[config.mk]
export PLATFORM = sky130hd
export DESIGN_NAME = mod_updown_counter
export DESIGN_NICKNAME = d
export VERILOG_FILES = /design/src/rtl/mod_updown_counter.sv
export SDC_FILE = /design/constraint.sdc
export NUM_CORES = 1
export LEC_CHECK = 0
export BUFFER_PORTS_ARGS = -buffer_cell sky130_fd_sc_hd__buf_2
export CORE_AREA = 2 2 39 41
export DETAILED_ROUTE_END_ITERATION = 6
export DIE_AREA = 0 0 41 43
export GPL_TIMING_DRIVEN = 0
export SETUP_SLACK_MARGIN = 0.4
export SLEW_MARGIN = 20
export SYNTH_ARGS = -nofsm -noshare
export SYNTH_HDL_FRONTEND = slang
export SYNTH_SLANG_ARGS = --single-unit
[constraint.sdc]
create_clock -name CLK -period 1.7 [get_ports CLK]
set_clock_uncertainty 0.2 [all_clocks]
set_input_delay 0.255 -clock CLK [delete_from_list [all_inputs] [get_ports CLK]]
set_output_delay 0.255 -clock CLK [all_outputs]
set_load 0.01 [all_outputs]
[src/rtl/mod_updown_counter.sv]
// Parametrised modulo up/down counter with load, wrap/saturate, compare match,
// sticky overflow and a combinational cascade carry.
module mod_updown_counter #(
  parameter int WIDTH   = 4,
  parameter int MODULUS = 16
) (
  input  logic             CLK,
  input  logic             RESET,
  input  logic             EN,
  input  logic             UP,
  input  logic             LOAD,
  input  logic [WIDTH-1:0] LDATA,
  input  logic             SAT,
  input  logic [WIDTH-1:0] CMP,
  input  logic             CLR_OVF,
  output logic [WIDTH-1:0] QOUT,
  output logic             TC,
  output logic             MATCH,
  output logic             OVF
);

  if (WIDTH < 1 || WIDTH > 16 || MODULUS < 2 || MODULUS > (1 << WIDTH)) begin : g_bad_param
    $error("mod_updown_counter: illegal WIDTH/MODULUS combination");
  end

  // One extra bit so MODULUS = 2^WIDTH needs no special casing.
  localparam logic [WIDTH:0] TOP = (WIDTH+1)'(MODULUS - 1);
  localparam logic [WIDTH:0] ONE = (WIDTH+1)'(1);

  logic [WIDTH-1:0] q_reg, q_next;
  logic             ovf_reg, ovf_next;
  logic [WIDTH:0]   q_ext;
  logic [WIDTH:0]   step_ext;
  logic             at_top, at_zero, boundary;
  logic [WIDTH-1:0] eq_bits;

  assign q_ext    = {1'b0, q_reg};
  assign at_top   = (q_ext == TOP);
  assign at_zero  = (q_reg == '0);
  assign boundary = EN & ~LOAD & (UP ? at_top : at_zero);
  assign step_ext = UP ? (q_ext + ONE) : (q_ext - ONE);

  for (genvar gi = 0; gi < WIDTH; gi++) begin : g_match
    assign eq_bits[gi] = q_reg[gi] ~^ CMP[gi];
  end

  always_comb begin
    q_next   = q_reg;
    ovf_next = ovf_reg & ~CLR_OVF;
    if (LOAD) begin
      q_next = ({1'b0, LDATA} > TOP) ? TOP[WIDTH-1:0] : LDATA;
    end else if (EN) begin
      if (boundary) begin
        // Set beats a simultaneous clear.
        ovf_next = 1'b1;
        if (!SAT) q_next = UP ? '0 : TOP[WIDTH-1:0];
      end else begin
        q_next = step_ext[WIDTH-1:0];
      end
    end
  end

  always_ff @(posedge CLK) begin
    if (RESET) begin
      q_reg   <= '0;
      ovf_reg <= 1'b0;
    end else begin
      q_reg   <= q_next;
      ovf_reg <= ovf_next;
    end
  end

  assign QOUT  = q_reg;
  assign OVF   = ovf_reg;
  assign TC    = boundary;
  assign MATCH = &eq_bits;

endmodule

==> run metrics, run 1 <==
Hold Path End QOUT[0]$_SDFFE_PP0P_; Inserted Diodes 0; Post-Syn Instances 55; Bufs on Longest Clock Path 2; Initial Util 0.329; Max-Cap Viols 0; Die Y-Extent 43 um; Leak 0.383 nW; endpoints failing setup 5; Worst-Skew Late Latency 0.25 ns; dpl cells 92; nets 112; GRT overflow 0; initial antenna violation count 0; vias post-DR 580; first-pass iteration count of the detailed router 4; RSZ-0062 raised after global routing yes; final setup margin -0.120 ns; FF-to-FF End QOUT[2]$_SDFFE_PP0P_; CTS root buf clkbuf_4; Hold WC Path Type in -> reg; row cnt 14; CP Data Required Time 1.24 ns; Cell Area, Synth 455 sq um; sequential fraction of the synthesis area 0.220; WHS Path Cells 2; final hold violations 0; DR vias/cell 5.32; Worst R2R Setup Slack -0.06 ns; R2R depth 5; die area 1760 sq um; slew at the pin closest to its max-slew limit 0.278 ns; outcome complete, but fails checks; TritonCTS clock tree built; first-pass GRT wire length 2.17 mm; critical path class reg -> out; final max-slew violation count 0; CTS Hold Buffers Added 0; Avg WL per Cell 13.8 um; Max-slew headroom 0.814; PortBufs 21; DP HPWL 889 um; syn avg cell area 8.28 sq um; crit path capture type output pin; FF-to-FF Start QOUT[0]$_SDFFE_PP0P_; Netlist cell types 28; Hold Worst Slack 0.0271 ns; antenna-violating nets left 0; final WL 1.51 mm; pwr dens 628 nW/um^2; DRC Markers 0; Total GRT Usage 0.184; largest net degree at the start of global routing 9; chip width 41 um; Initial DRC Count 8; vias in the first global route 530; Max VDD drop 264 uV; total negative slack -0.288 ns; violated checks negative setup slack; Fmax 549 MHz; GPL Wtd Cong 0.762; critical path arrival 1.37 ns; final std cells w/o fill 109; CP max FO 6; CTS sink count 5; share of layout cells above drive strength 1 0.667; Hold Crit Start RESET; Final min period 1.82 ns; Worst setup SP type flip-flop; I/O Pins 22; Layout area overhead 93.7%; synth warn 0; Final Cycle Share 1.07; syn_nets 73; flops & latches, synth 5; H-tree depth 1; CTS buffer count 3; Clock Pin Slew Worst Setup and Hold Paths 0.05 ns; Core ar. 1380 sq um
-- report_power, final --
group | internal [W] | switching (W) | total (W)
combinational | 0.000140 | 0.000116 | 0.000256
clock | 0.0000892 | 0.0000566 | 0.000146
sequential | 0.000130 | 0.0000224 | 0.000152
total | 0.000359 | 0.000195 | 0.000554
-- cell usage after synthesis --
cell	count	share of area
nor2_2	1	0.014
buf_2	1	0.011
o221ai_1	1	0.019
nor4_1	3	0.041
ha_1	2	0.055
a32oi_4	1	0.060
nand2_1	5	0.041
a31o_1	1	0.019
a311oi_1	3	0.058
o31ai_1	1	0.016
dfxtp_1	5	0.22
nor2b_1	2	0.027
xor2_1	5	0.096
nand2b_1	2	0.027
and2_2	1	0.016
fa_1	1	0.044
and3_1	1	0.014
nor2_1	4	0.033
inv_1	4	0.033
nand3_1	1	0.011
or3_1	1	0.014
o211ai_1	1	0.016
nand4_1	1	0.014
a22o_1	1	0.019
a21oi_1	3	0.033
o21ba_2	1	0.022
a31oi_1	1	0.014
o21ai_0	1	0.011
-- state kept, by name (all words and copies together), names as in the netlist --
register	cells
OVF	1
QOUT	4
-- worst max-delay path, stage by stage (launching register included) --
cell and delay (ns):
dfxtp_4 0.37, nor4_4 0.28, and2_4 0.19, a22o_1 0.14
buf_2 0.13
-- worst max path at each step --
stage,startpoint,end,slack (ns),cells past startpoint
detailed placement,UP,QOUT[2]$_SDFFE_PP0P_,-0.23,7
global route,QOUT[1]$_SDFFE_PP0P_,TC,-0.19,4
global placement,UP,QOUT[3]$_SDFFE_PP0P_,-0.22,8
finish,QOUT[1]$_SDFFE_PP0P_,TC,-0.12,4
CTS,QOUT[2]$_SDFFE_PP0P_,TC,-0.11,4
floorplan,QOUT[1]$_SDFFE_PP0P_,QOUT[2]$_SDFFE_PP0P_,0.03,5
-- what timing repair did --
item / in CTS / in global routing
resized for setup: 17 / 8
setup buffers: 9 / 4
pin swaps: 20 / 9
gates cloned: 0 / 0
endpoints found under the setup margin: 7 / 8
-- cells in the final DEF, fill, tap and decap left out, drive strengths merged, types with 2 or more instances in the layout --
cell | synthesis | layout
ha | 2 | 2
nor2b | 2 | 2
nor2 | 5 | 5
clkbuf | 0 | 4
nand2 | 5 | 5
xor2 | 5 | 5
nand2b | 2 | 2
buf | 1 | 35
dfxtp | 5 | 5
inv | 4 | 3
a311oi | 3 | 3
a21oi | 3 | 3
nor4 | 3 | 3
-- per-stage QoR --
stage	util	instance area [sq um]	setup WS (ns)	power, W
2_1_floorplan	-	498	0.0260	0.000257
3_3_place_gp	0.450	623	-0.221	0.000312
3_5_place_dp	0.450	623	-0.232	0.000314
4_1_cts	0.591	818	-0.108	0.000523
5_1_grt	0.637	882	-0.195	0.000587
6_report	0.637	882	-0.120	0.000554
-- cell families after synthesis --
family                     Yosys count  synth area share
AOI/OAI and AO/OA                   15             0.288
xor gates and xnor gates             5            0.0961
adders and majority gates            3            0.0989
buffers and inverters                5            0.0439
DFF                                  5             0.220
and+or+nand+nor                     22             0.253
-- final cells by class --
type	count	area [sq um]
flip-flops and latches	5	113
fillers	117	502
plain buffers	1	11.3
repair buffers	34	226
clock buffers	4	26.3
multi-input cells	45	467
well taps	16	20.0
inverters	4	18.8
-- layer usage --
metal  wire length (um)  vias up  track usage
li1                   -      278            -
met1                606      277        0.199
met2                792       23        0.306
met3                 98        2       0.0471
met4                 10        0       0.0933
met5                  0        -            0
Power figures use the tool's default switching activity.
==> run 2: changes to the inputs <==
Settings changed: CTS_CLUSTER_SIZE from default to 16.
Clock period 1.7 ns to 1.65 ns, I/O delays scaled along.
==> run 2 against run 1 <==
The flow still finishes with violations (negative setup slack); non-clock buffer count up 1; clock-buffer cell count is the same; cell area is the same; hold slack worse by 0.015 ns; final cell count is 0.92% higher; clock power grew 3%; global-route usage grew 0.80 points; core utilization unchanged; setup slack lost 0.050 ns; wire length rose by 2.1%.
==> run metrics, run 2 (synthesized netlist as in run 1, its figures left out) <==
TritonCTS clock tree built; Worst-Skew Late Latency 0.25 ns; FF+latch area 111 sq um; critical path class reg -> out; antenna-violating nets left 0; outcome complete, but fails checks; Final min period 1.82 ns; initial antenna violation count 0; Worst setup SP type flip-flop; CTS buffer count 3; I/O Pins 22; critical path arrival 1.37 ns; pwr dens 646 nW/um^2; largest net degree at the start of global routing 9; Max VDD drop 272 uV; Max-slew headroom 0.812; Layout Utilization 0.637; slew at the pin closest to its max-slew limit 0.280 ns; Bufs on Longest Clock Path 2; Die Y-Extent 43 um; first-pass GRT wire length 2.25 mm; DRC Markers 0; Initial Util 0.329; Layout area overhead 93.7%; Core ar. 1380 sq um; DP HPWL 889 um; first-pass iteration count of the detailed router 4; DR vias/cell 5.28; CTS Hold Buffers Added 0; total power 0.000570 W; area of the multi-input gates 462 sq um; PortBufs 21; Final Cycle Share 1.10; final max-slew violation count 0; die area 1760 sq um; # fillers 121; Clock Pin Slew Worst Setup and Hold Paths 0.05 ns; final WL 1.54 mm; row cnt 14; final std cells w/o fill 110; Inserted Diodes 0; share of layout cells above drive strength 1 0.660; Initial DRC Count 9; commonest cells after routing, fill and taps aside buf_2 (18), buf_4 (12), buf_6 (5), nand2_1 (5); nets 113; final setup margin -0.170 ns; vias post-DR 581; CP Data Required Time 1.20 ns; CTS root buf clkbuf_4; Total GRT Usage 0.192; RSZ-0062 raised after global routing yes; GPL Wtd Cong 0.762; final hold violations 0; commonest non-fill, non-tap cell in the layout buf_2; crit path capture type output pin; Max-Cap Viols 0; violated checks negative setup slack; endpoints failing setup 5; H-tree depth 1; Avg WL per Cell 14.0 um; GRT overflow 0; vias in the first global route 539; chip width 41 um; Hold Worst Slack 0.0121 ns; CTS sink count 5; Leak 0.384 nW; Largest register FFs 4; total negative slack -0.464 ns; Fmax 549 MHz; dpl cells 92; Hold WC Path Type in -> reg; CP max FO 6
run 2: cell types whose count changed in the layout (fill, tap and decap cells not counted), sizes merged:
cell / change
clkbuf: +1
run 2: repair_timing:
action / in CTS / in global routing
endpoints found under the hold margin: 0 / 0
pin swaps: 18 / 8
endpoints found under the setup margin: 8 / 10
resized for setup: 16 / 6
setup buffers: 10 / 4
run 2: through the flow:
step | worst slack (ns) | area (sq um)
floorplan | -0.0240 | 498
detailed placement | -0.275 | 623
global placement | -0.263 | 623
CTS | -0.151 | 813
finish | -0.170 | 882
global route | -0.237 | 882
run 2: worst max-delay path: stages, from the launching register on:
cell and delay (ns):
dfxtp_4 0.37, nor4_4 0.28, and2_4 0.19, a22o_1 0.14
buf_2 0.13
run 2: layer usage:
metal	vias up	share of wire	GRT usage
li1	283	-	-
met1	278	0.38	0.212
met2	17	0.55	0.316
met3	3	0.054	0.0524
met4	0	0.0078	0.0933
met5	-	0	0
run 2: final cells by class:
cell class                      instances  share of cell area
Buffer                                  1              0.0128
Clock buffer                            4              0.0298
Inverter                                4              0.0213
Multi-Input combinational cell         45               0.523
Sequential cell                         5               0.126
Tap cell                               16              0.0227
Timing Repair Buffer                   35               0.264
run 2: path summary, 6_finish.rpt:
check | from | cells after the start | slack [ns] | to
min | RESET | 2 | 0.01 | QOUT[0]$_SDFFE_PP0P_
min reg2reg | QOUT[2]$_SDFFE_PP0P_ | 2 | 0.37 | QOUT[2]$_SDFFE_PP0P_
max reg2reg | QOUT[1]$_SDFFE_PP0P_ | 6 | -0.09 | QOUT[3]$_SDFFE_PP0P_
max | QOUT[1]$_SDFFE_PP0P_ | 4 | -0.17 | TC
run 2: where the power goes:
part	total, W	switching (W)	internal [W]
Combinational	0.000263	0.000120	0.000143
Clock	0.000150	0.0000578	0.0000919
Sequential	0.000157	0.0000237	0.000134
Total	0.000570	0.000201	0.000369
